[config.mk]
export PLATFORM = sky130hd
export DESIGN_NAME = mole_game_ctrl
export DESIGN_NICKNAME = d
export VERILOG_FILES = /design/src/rtl/mole_pkg.sv /design/src/rtl/mole_game_ctrl_lfsr16.sv /design/src/rtl/mole_game_ctrl.sv
export SDC_FILE = /design/constraint.sdc
export NUM_CORES = 1
export LEC_CHECK = 0
export ABC_AREA = 1
export CORE_MARGIN = 1.5
export CORE_UTILIZATION = 30
export DETAILED_ROUTE_END_ITERATION = 8
export PLACE_DENSITY = 0.44
export SLEW_MARGIN = 20
export SYNTH_ARGS = -nofsm -noshare
export SYNTH_HDL_FRONTEND = slang
export SYNTH_SLANG_ARGS = --single-unit
export TNS_END_PERCENT = 10
[constraint.sdc]
create_clock -name clk_i -period 3.1 [get_ports clk_i]
set_clock_uncertainty 0.15 [all_clocks]
set_input_delay 0.775 -clock clk_i [delete_from_list [all_inputs] [get_ports clk_i]]
set_output_delay 0.775 -clock clk_i [all_outputs]
set_load 0.1 [all_outputs]
[src/rtl/mole_pkg.sv]
`default_nettype none
// ============================================================================
// mole_pkg : shared FSM states, slot encoding and slot selection helper
// Revision : 1.0
// ============================================================================
package mole_pkg;

  typedef enum logic [1:0] {
    IDLE  = 2'd0,
    SPAWN = 2'd1,
    UP    = 2'd2,
    OVER  = 2'd3
  } state_e;

  localparam logic [2:0] SLOT_TOP    = 3'd0;
  localparam logic [2:0] SLOT_LEFT   = 3'd1;
  localparam logic [2:0] SLOT_CENTER = 3'd2;
  localparam logic [2:0] SLOT_RIGHT  = 3'd3;
  localparam logic [2:0] SLOT_BOT    = 3'd4;

  localparam int NUM_SLOTS = 5;
  localparam int TIMER_W   = 27;
  localparam int MISS_W    = 3;

  // Fold a raw 3-bit value onto 0..4 and step past the previous slot.
  function automatic logic [2:0] pick_slot(input logic [2:0] raw, input logic [2:0] prev);
    logic [2:0] cand;
    cand = (raw >= 3'(NUM_SLOTS)) ? raw - 3'(NUM_SLOTS) : raw;
    if (cand == prev) begin
      cand = (cand == SLOT_BOT) ? SLOT_TOP : cand + 3'd1;
    end
    return cand;
  endfunction

endpackage
`default_nettype wire

[src/rtl/mole_game_ctrl_lfsr16.sv]
`default_nettype none
// ============================================================================
// lfsr16 : free-running 16-bit Fibonacci LFSR, taps 16,14,13,11
// Revision : 1.0
// ============================================================================
module lfsr16 #(
  parameter logic [15:0] SEED = 16'hACE1
) (
  input  logic        clk_i,
  input  logic        rst_ni,
  input  logic        en_i,
  output logic [15:0] q_o
);

  logic [15:0] lfsr_q;
  logic [15:0] lfsr_d;

  always_comb begin
    lfsr_d = lfsr_q;
    if (en_i) begin
      lfsr_d = {lfsr_q[14:0], lfsr_q[15] ^ lfsr_q[13] ^ lfsr_q[12] ^ lfsr_q[10]};
    end
  end

  always_ff @(posedge clk_i or negedge rst_ni) begin
    if (!rst_ni) begin
      lfsr_q <= SEED;
    end else begin
      lfsr_q <= lfsr_d;
    end
  end

  assign q_o = lfsr_q;

endmodule
`default_nettype wire

[src/rtl/mole_game_ctrl.sv]
`default_nettype none
// ============================================================================
// mole_game_ctrl : whack-a-mole game FSM, mole timing, hit judging, BCD score
// Revision : 1.0
// ============================================================================
module mole_game_ctrl
  import mole_pkg::*;
#(
  parameter int unsigned MOLE_TICKS   = 100_000_000,
  parameter int unsigned MIN_TICKS    = 25_000_000,
  parameter int unsigned SPEEDUP_STEP = 5_000_000,
  parameter int unsigned MAX_MISSES   = 3,
  parameter logic [15:0] LFSR_SEED    = 16'hACE1
) (
  input  logic       clk_i,
  input  logic       rst_ni,
  input  logic       start_i,
  input  logic       hit_valid_i,
  input  logic [2:0] hit_pos_i,
  output logic [2:0] mole_position_o,
  output logic       guess_correct_o,
  output logic       guess_wrong_o,
  output logic       game_over_o,
  output logic [3:0] digit_1_o,
  output logic [3:0] digit_2_o,
  output logic       playing_o
);

  localparam logic [TIMER_W-1:0] MOLE_T = TIMER_W'(MOLE_TICKS);
  localparam logic [TIMER_W-1:0] MIN_T  = TIMER_W'(MIN_TICKS);
  localparam logic [TIMER_W-1:0] STEP_T = TIMER_W'(SPEEDUP_STEP);
  localparam logic [MISS_W-1:0]  MISS_T = MISS_W'(MAX_MISSES);

  state_e             state_q,   state_d;
  logic [2:0]         mole_pos_q, mole_pos_d;
  logic [TIMER_W-1:0] timer_q,   timer_d;
  logic [TIMER_W-1:0] reload_q,  reload_d;
  logic [MISS_W-1:0]  misses_q,  misses_d;
  logic [3:0]         tens_q,    tens_d;
  logic [3:0]         ones_q,    ones_d;
  logic               correct_q, correct_d;
  logic               wrong_q,   wrong_d;
  logic               over_q,    over_d;
  logic               playing_q, playing_d;

  logic [15:0]        lfsr_w;
  logic               lfsr_unused_w;

  lfsr16 #(
    .SEED (LFSR_SEED)
  ) u_lfsr (
    .clk_i  (clk_i),
    .rst_ni (rst_ni),
    .en_i   (1'b1),
    .q_o    (lfsr_w)
  );

  assign lfsr_unused_w = ^lfsr_w[15:3];

  always_comb begin
    state_d    = state_q;
    mole_pos_d = mole_pos_q;
    timer_d    = timer_q;
    reload_d   = reload_q;
    misses_d   = misses_q;
    tens_d     = tens_q;
    ones_d     = ones_q;
    correct_d  = 1'b0;
    wrong_d    = 1'b0;
    over_d     = 1'b0;

    unique case (state_q)
      IDLE, OVER: begin
        if (start_i) begin
          state_d  = SPAWN;
          misses_d = '0;
          tens_d   = 4'd0;
          ones_d   = 4'd0;
          reload_d = MOLE_T;
        end
      end

      SPAWN: begin
        mole_pos_d = pick_slot(lfsr_w[2:0], mole_pos_q);
        timer_d    = reload_q - 1'b1;
        state_d    = UP;
      end

      UP: begin
        if (timer_q != '0) begin
          timer_d = timer_q - 1'b1;
        end
        if (hit_valid_i && (hit_pos_i == mole_pos_q)) begin
          correct_d = 1'b1;
          state_d   = SPAWN;
          if (!(tens_q == 4'd9 && ones_q == 4'd9)) begin
            if (ones_q == 4'd9) begin
              ones_d = 4'd0;
              tens_d = tens_q + 4'd1;
            end else begin
              ones_d = ones_q + 4'd1;
            end
          end
          reload_d = (reload_q >= MIN_T + STEP_T) ? reload_q - STEP_T : MIN_T;
        end else if (hit_valid_i || (timer_q == '0)) begin
          // A wrong press on the expiry cycle is a single miss that also ends the round.
          wrong_d  = 1'b1;
          misses_d = misses_q + 1'b1;
          if (misses_d == MISS_T) begin
            over_d  = 1'b1;
            state_d = OVER;
          end else if (timer_q == '0) begin
            state_d = SPAWN;
          end
        end
      end

      default: state_d = IDLE;
    endcase

    playing_d = (state_d == SPAWN) || (state_d == UP);
  end

  always_ff @(posedge clk_i or negedge rst_ni) begin
    if (!rst_ni) begin
      state_q    <= IDLE;
      mole_pos_q <= SLOT_CENTER;
      timer_q    <= '0;
      reload_q   <= MOLE_T;
      misses_q   <= '0;
      tens_q     <= 4'd0;
      ones_q     <= 4'd0;
      correct_q  <= 1'b0;
      wrong_q    <= 1'b0;
      over_q     <= 1'b0;
      playing_q  <= 1'b0;
    end else begin
      state_q    <= state_d;
      mole_pos_q <= mole_pos_d;
      timer_q    <= timer_d;
      reload_q   <= reload_d;
      misses_q   <= misses_d;
      tens_q     <= tens_d;
      ones_q     <= ones_d;
      correct_q  <= correct_d;
      wrong_q    <= wrong_d;
      over_q     <= over_d;
      playing_q  <= playing_d;
    end
  end

  assign mole_position_o = mole_pos_q;
  assign guess_correct_o = correct_q;
  assign guess_wrong_o   = wrong_q;
  assign game_over_o     = over_q;
  assign digit_1_o       = tens_q;
  assign digit_2_o       = ones_q;
  assign playing_o       = playing_q;

endmodule
`default_nettype wire

==> results by group, run 1 <==
Final layout
  • Layout area overhead: 13.4%
  • Final net count: 777
  • Area of the multi-input gates: 2830 µm²
  • Sequential Area: 2130 µm²
  • Fillers: 1901
  • Finished Core Util: 34.5%
  • Layout cells sized above 1: 14.3%
  • Ant. Diodes: 0
  • Final Instance Area: 6180 µm²

Power and ir drop
  • Power density over cell area: 1020 nW/µm²
  • VDD IR max: 0.000639 V
  • Total power: 0.00628 W
  • Leak Pwr: 2.90 nW
  • Clock power frac: 18.7%
  • Logic pwr share: 52.5%
  • Flop pwr share: 28.8%
  • Internal cell power: 0.00320 W
  • Switch Pwr: 0.00308 W
  • Sw frac: 49.1%

Run
  • Max cap viols: 0

STA
  • Final Hold Viols: 0
  • Count of final setup violators: 0
  • Setup WS post-layout: 0.561 ns
  • Slew margin rel.: 62.5%
  • Final period util: 81.9%
  • Final min period: 2.54 ns
  • Worst-Margin Slew: 0.562 ns
  • Setup TNS: 0 ns
  • RSZ-0062 raised after global routing: no
  • Final Max Tran Viols: 0
  • Fmax achieved: 394 MHz

Yosys
  • Synth cell count leaders: nand2_1 (186), inv_1 (87), nor2_1 (82)
  • Area contributors post-synth: dfrtp_1 (29%), nand2_1 (13%), dfstp_2 (10%)
  • Synth area leader: dfrtp_1
  • Count leader, synth: nand2_1
  • Mapped Avg Cell Area: 7.43 µm²
  • Top FF cell, synth: dfrtp_1
  • Seq/Total Area, Yosys: 39.1%
  • Number of synthesis warnings: 0
  • Syn_nets: 755
  • Synth async-reset ratio: 100%
  • Syn Inst Count: 733
  • Number of synthesized flops with an enable pin: 0
  • Yosys cell types: 43
  • Top cell type's share of synthesized area: 28.9%
  • Register bit total from synthesis: 84
  • Mapped cell area: 5450 µm²

Drt
  • Total wire length: 13.7 mm
  • Routed len/inst: 13.9 µm
  • DRT Pass-1 Iters: 4
  • Via density: 4.68
  • Iter 0 DRT Violations: 300
  • Routed vias: 4629
  • Drt drc: 0
  • Final antenna-violating net count: 0

GRT
  • Grt ovf: 0
  • GRT Util Overall: 16.0%
  • Initial antenna violation count: 0
  • First-pass GRT wire length: 23.3 mm
  • Largest net degree at the start of global routing: 42
  • Vias in the first global route: 4638

Floorplan
  • Top Ports: 22
  • Die Y: 138 µm
  • Initial Util: 30.4%
  • Total die area: 19000 µm²
  • Core ar.: 17900 µm²
  • Rows: 49
  • Die Width: 138 µm

Critical path
  • Worst Path Required: 3.17 ns
  • Crit end category: register
  • Worst Path Class, Setup: register to register
  • Max FO, Critical Path: 38
  • Worst r2r src: state_q[0]$_DFF_PN0_
  • Critical Path AT: 2.61 ns
  • Path depth of the worst reg2reg path: 13
  • Worst Setup SP: state_q[0]$_DFF_PN0_
  • Worst setup SP type: register
  • Worst R2R End: timer_q[21]$_DFFE_PN0P_
  • R2R setup slack: 0.56 ns

Clock tree
  • Setup bufs post-CTS: 0
  • Bufs on Longest Clock Path: 2
  • Worst-Skew Late Latency: 0.35 ns
  • CTS tree: built
  • CTS Sinks: 84
  • TritonCTS buffer count: 9
  • Clock slew at reported path FFs: 0.06 ns
  • CTS resizes: 0
  • Hold buffer count at cts: 0
  • H-tree depth: 3
  • Clk root buf: clkbuf_16

Placed design
  • Placement Cell Area: 5860 µm²
  • DP HPWL: 10.4 mm
  • Dpl ws: 0.248 ns
  • Buffers on Ports: 21
  • Gpl congestion: 0.889

Status
  • Status: finished, final reports clean

Worst hold path
  • Hold Crit Depth: 0
  • Hold endpoint: u_lfsr.q_o[9]$_DFF_PN0_
  • HP Class: register to register
  • Hold path start: u_lfsr.q_o[8]$_DFF_PN0_
[per-layer routing]
layer  GRT usage [%]  vias up  part of all wire, %
li1                -     2396                    -
met1            21.1     2167                   50
met2            25.7       49                   45
met3            4.19       17                  2.8
met4            4.98        0                  2.0
met5               0        -                    0
[layout by cell type (no fill, tap or decap), drive strengths merged, types with 2 or more instances in the layout]
master | Yosys | routed
a21oi | 15 | 15
bufinv | 0 | 2
clkbuf | 3 | 10
nand3b | 4 | 4
nor3 | 16 | 16
dfstp | 21 | 21
o21a | 2 | 2
ha | 15 | 15
nor2 | 93 | 93
dfrtp | 63 | 63
o21ai | 87 | 87
clkdlybuf4s50 | 0 | 5
clkinv | 0 | 3
and2 | 2 | 2
xnor2 | 10 | 10
xor2 | 25 | 25
inv | 95 | 95
o22ai | 3 | 3
nand3 | 47 | 47
buf | 15 | 24
nand4 | 12 | 12
nand2 | 196 | 196
[kinds of logic (layout without fill, tap and decap cells)]
family,Yosys count,after routing,share of synthesized area (%)
buf+inv,113,140,9.07
xor+xnor,35,35,5.63
simple gates,374,374,30.8
mux,1,1,0.184
flops,84,84,39.1
compound gates,111,111,11.8
fa+ha+maj,15,15,3.45
[power groups by stage]
stage	logic [W]	clock network, W	registers, W
after floorplan	0.00245	0	0.00194
after global placement	0.00332	0	0.00182
after detailed placement	0.00333	0	0.00182
after CTS	0.00335	0.00123	0.00181
after global routing	0.00377	0.00126	0.00186
final	0.00330	0.00117	0.00181
[critical path, cell delays in order, from the launching register on]
cell and delay, ns:
dfrtp_1 0.39, inv_1 0.06, ha_2 0.36, buf_12 0.27, nand2_1 0.13, o21ai_4 0.09
nand2_1 0.11, nor2_2 0.19, nand2_2 0.13, nor2_2 0.13, nand2_1 0.08, xor2_1 0.15
nand2_1 0.07, o21ai_1 0.06
[per-stage QoR]
step / std cells / hold slack (ns)
finish: 989 / 0.200
global route: 989 / 0.212
CTS: 989 / 0.204
detailed placement: 973 / 0.190
global placement: 973 / 0.191
floorplan: 733 / 0.181
[cell type report]
| class | count | share of cell area [%] |
|---|---|---|
| Inverter | 95 | 5.77 |
| Sequential cell | 84 | 34.5 |
| Timing Repair Buffer | 29 | 4.13 |
| Tap cell | 229 | 4.64 |
| Clock inverter | 6 | 1.46 |
| Multi-Input combinational cell | 536 | 45.8 |
| Clock buffer | 10 | 3.71 |
[worst max path at each step]
stage / to / slack, ns / cells past startpoint
floorplan: digit_1_o[3]$_DFFE_PN0P_ / 0.75 / 11
global placement: reload_q[9]$_DFFE_PN0P_ / 0.29 / 11
detailed placement: reload_q[19]$_DFFE_PN0P_ / 0.25 / 12
CTS: timer_q[21]$_DFFE_PN0P_ / 0.54 / 13
global route: timer_q[12]$_DFFE_PN0P_ / 0.33 / 12
finish: timer_q[21]$_DFFE_PN0P_ / 0.56 / 13
[state kept, by name, summed over array words and instances (netlist names)]
register         count
game_over_o          1
playing_o            1
state_q              2
timer_q             27
digit_1_o            4
digit_2_o            4
reload_q            21
misses_q             3
mole_position_o      3
u_lfsr.q_o          16
guess_correct_o      1
guess_wrong_o        1
Note: power is estimated with default switching activity, not from simulation.
==> inputs of run 2 (changes only) <==
- clock period: 3.1 -> 2.43 ns (I/O delays scaled with it)
==> results by group, run 2 (synthesis results as in run 1) <==
Power and ir drop
  • Leak Pwr: 3.07 nW (was 2.90 nW)
  • Power density over cell area: 1340 nW/µm² (was 1020 nW/µm²)
  • VDD IR max: 0.000537 V (was 0.000639 V)

Drt
  • Routed len/inst: 14.1 µm (was 13.9 µm)
  • Routed vias: 4799 (was 4629)
  • Iter 0 DRT Violations: 294 (was 300)
  • Via density: 4.70 (was 4.68)
  • Total wire length: 14.4 mm (was 13.7 mm)
  • Drt drc: 0 (unchanged)
  • Final antenna-violating net count: 0 (unchanged)
  • DRT Pass-1 Iters: 5 (was 4)

Clock tree
  • TritonCTS buffer count: 9 (unchanged)
  • Worst-Skew Late Latency: 0.35 ns (about the same)
  • Clock slew at reported path FFs: 0.07 ns (was 0.06 ns)
  • H-tree depth: 3 (unchanged)
  • CTS tree: built (unchanged)
  • Bufs on Longest Clock Path: 2 (unchanged)
  • CTS Sinks: 84 (unchanged)
  • Hold buffer count at cts: 0 (unchanged)
  • Clk root buf: clkbuf_16 (unchanged)

Floorplan
  • Initial Util: 30.4% (unchanged)
  • Die Y: 138 µm (unchanged)
  • Total die area: 19000 µm² (unchanged)
  • Top Ports: 22 (unchanged)
  • Die Width: 138 µm (unchanged)
  • Core ar.: 17900 µm² (unchanged)
  • Rows: 49 (unchanged)

Final layout
  • Largest register by flop count: timer_q (unchanged)
  • Ant. Diodes: 0 (unchanged)
  • Most frequent cells in the layout: nand2_1 (184), inv_1 (85), nor2_1 (76), dfrtp_1 (63), buf_4 (48) (was nand2_1 (186), inv_1 (87), nor2_1 (82), dfrtp_1 (63), o21ai_0 (48))
  • Max FFs per register: 27 (unchanged)
  • Most common cell after layout, fill and taps aside: nand2_1 (unchanged)
  • Layout area overhead: 19.8% (was 13.4%)
  • Final net count: 809 (was 777)
  • Fillers: 1921 (was 1901)
  • Finished Core Util: 36.5% (was 34.5%)
  • Layout cells sized above 1: 19.6% (was 14.3%)

Critical path
  • R2R setup slack: 0.11 ns (was 0.56 ns)
  • Worst r2r src: state_q[0]$_DFF_PN0_ (unchanged)
  • Path depth of the worst reg2reg path: 12 (was 13)
  • Slowest CP cell: dfrtp_1 (unchanged)
  • Worst Path Required: 2.50 ns (was 3.17 ns)
  • Critical Path AT: 2.39 ns (was 2.61 ns)
  • Worst path max stage delay: 0.38 ns (was 0.39 ns)
  • Worst Path Class, Setup: register to register (unchanged)
  • Crit end category: register (unchanged)
  • Worst setup SP type: register (unchanged)
  • Max FO, Critical Path: 16 (was 38)
  • Worst R2R End: timer_q[12]$_DFFE_PN0P_ (was timer_q[21]$_DFFE_PN0P_)
  • Worst path cell trace: inv_1 -> ha_4 -> buf_12 -> buf_12 -> o21ai_2 -> nand2_1 -> inv_1 -> nand2_1 -> nor2_1 -> a21oi_1 -> o21ai_0 -> o21ai_0 (was inv_1 -> ha_2 -> buf_12 -> nand2_1 -> o21ai_4 -> nand2_1 -> nor2_2 -> nand2_2 -> nor2_2 -> nand2_1 -> xor2_1 -> nand2_1 -> o21ai_1)

STA
  • Final Hold Viols: 0 (unchanged)
  • Final period util: 95.5% (was 81.9%)
  • RSZ-0062 raised after global routing: yes (was no)
  • Final min period: 2.32 ns (was 2.54 ns)
  • Slew margin rel.: 67.9% (was 62.5%)
  • Final Max Tran Viols: 0 (unchanged)
  • Worst-Margin Slew: 0.481 ns (was 0.562 ns)
  • Worst hold margin: 0.0572 ns (was 0.200 ns)
  • Count of final setup violators: 0 (unchanged)
  • Setup TNS: 0 ns (unchanged)
  • Fmax achieved: 431 MHz (was 394 MHz)

Worst hold path
  • HP Class: primary input to async pin (was register to register)

GRT
  • GRT Util Overall: 16.3% (was 16.0%)
  • Largest net degree at the start of global routing: 35 (was 42)
  • Vias in the first global route: 4705 (was 4638)
  • Grt ovf: 0 (unchanged)
  • First-pass GRT wire length: 23.9 mm (was 23.3 mm)
  • Initial antenna violation count: 0 (unchanged)

Placed design
  • DP HPWL: 10.9 mm (was 10.4 mm)
  • Gpl congestion: 0.920 (was 0.889)
  • Buffers on Ports: 21 (unchanged)

Run
  • Max cap viols: 0 (unchanged)

Status
  • Status: finished, final reports clean (unchanged)
[run 2: cell types whose count changed in the layout (fill, tap and decap cells not counted), sizes merged]
cell / previous run / this run
bufinv: 2 / 1
clkinv: 3 / 1
buf: 24 / 55
inv: 95 / 99
[run 2: timing repair]
action	CTS	global route
gates resized for setup	0	21
endpoints found under the setup margin	0	20
setup buffers	0	7
[run 2: where the power goes]
part	total, W	internal [W]	switching [W]
combinational	0.00495	0.00181	0.00314
clock	0.00145	0.000814	0.000635
sequential	0.00233	0.00188	0.000452
[run 2: routing by layer]
metal / vias to the layer above / track usage, % / routed length [µm]
met3: 15 / 3.02 / 489
met5: - / 0 / 0
met2: 82 / 26.3 / 6690
li1: 2455 / - / -
met4: 0 / 5.38 / 247
met1: 2247 / 21.9 / 7010
[run 2: through the flow]
| step | setup WS (ns) | area, µm² | instances | power [W] |
|---|---|---|---|---|
| detailed placement | -0.245 | 6080 | 997 | 0.00697 |
| global route | -0.0419 | 6530 | 1021 | 0.00949 |
| floorplan | 0.0795 | 5450 | 733 | 0.00560 |
| CTS | 0.0165 | 6380 | 1013 | 0.00848 |
| finish | 0.110 | 6530 | 1021 | 0.00873 |
| global placement | -0.146 | 6080 | 997 | 0.00693 |
[run 2: layout make-up]
| cell class | instances | area, µm² | share of cell area [%] |
|---|---|---|---|
| Clock inverter | 7 | 80.1 | 1.23 |
| Timing Repair Buffer | 61 | 562 | 8.61 |
| Tap cell | 229 | 287 | 4.39 |
| Clock buffer | 9 | 225 | 3.45 |
| Inverter | 95 | 357 | 5.46 |
| Multi-Input combinational cell | 536 | 2890 | 44.3 |
| Sequential cell | 84 | 2130 | 32.6 |
[run 2: critical path: cells and delay by family, from the launching register on]
| family | cells | cell delay [ns] |
|---|---|---|
| flip-flops | 1 | 0.38 |
| AND/OR/NAND/NOR | 3 | 0.37 |
| AO/OA/AOI/OAI | 4 | 0.60 |
| adder cells (fa/ha/maj) | 1 | 0.20 |
| buffers and inverters | 4 | 0.47 |
[run 2: how the worst max path moves through the flow]
stage                                         startpoint                        to  slack [ns]  depth (start not counted)
after detailed placement                     hit_valid_i  reload_q[17]$_DFFE_PN0P_       -0.24                         11
after global placement                       hit_valid_i   reload_q[9]$_DFFE_PN0P_       -0.15                         11
after global routing                state_q[0]$_DFF_PN0_   timer_q[23]$_DFFE_PN0P_       -0.04                         14
final                               state_q[0]$_DFF_PN0_   timer_q[12]$_DFFE_PN0P_        0.11                         12
after floorplan           mole_position_o[0]$_DFFE_PN0P_  digit_1_o[3]$_DFFE_PN0P_        0.08                         11
after CTS                           state_q[0]$_DFF_PN0_   timer_q[23]$_DFFE_PN0P_        0.02                         13
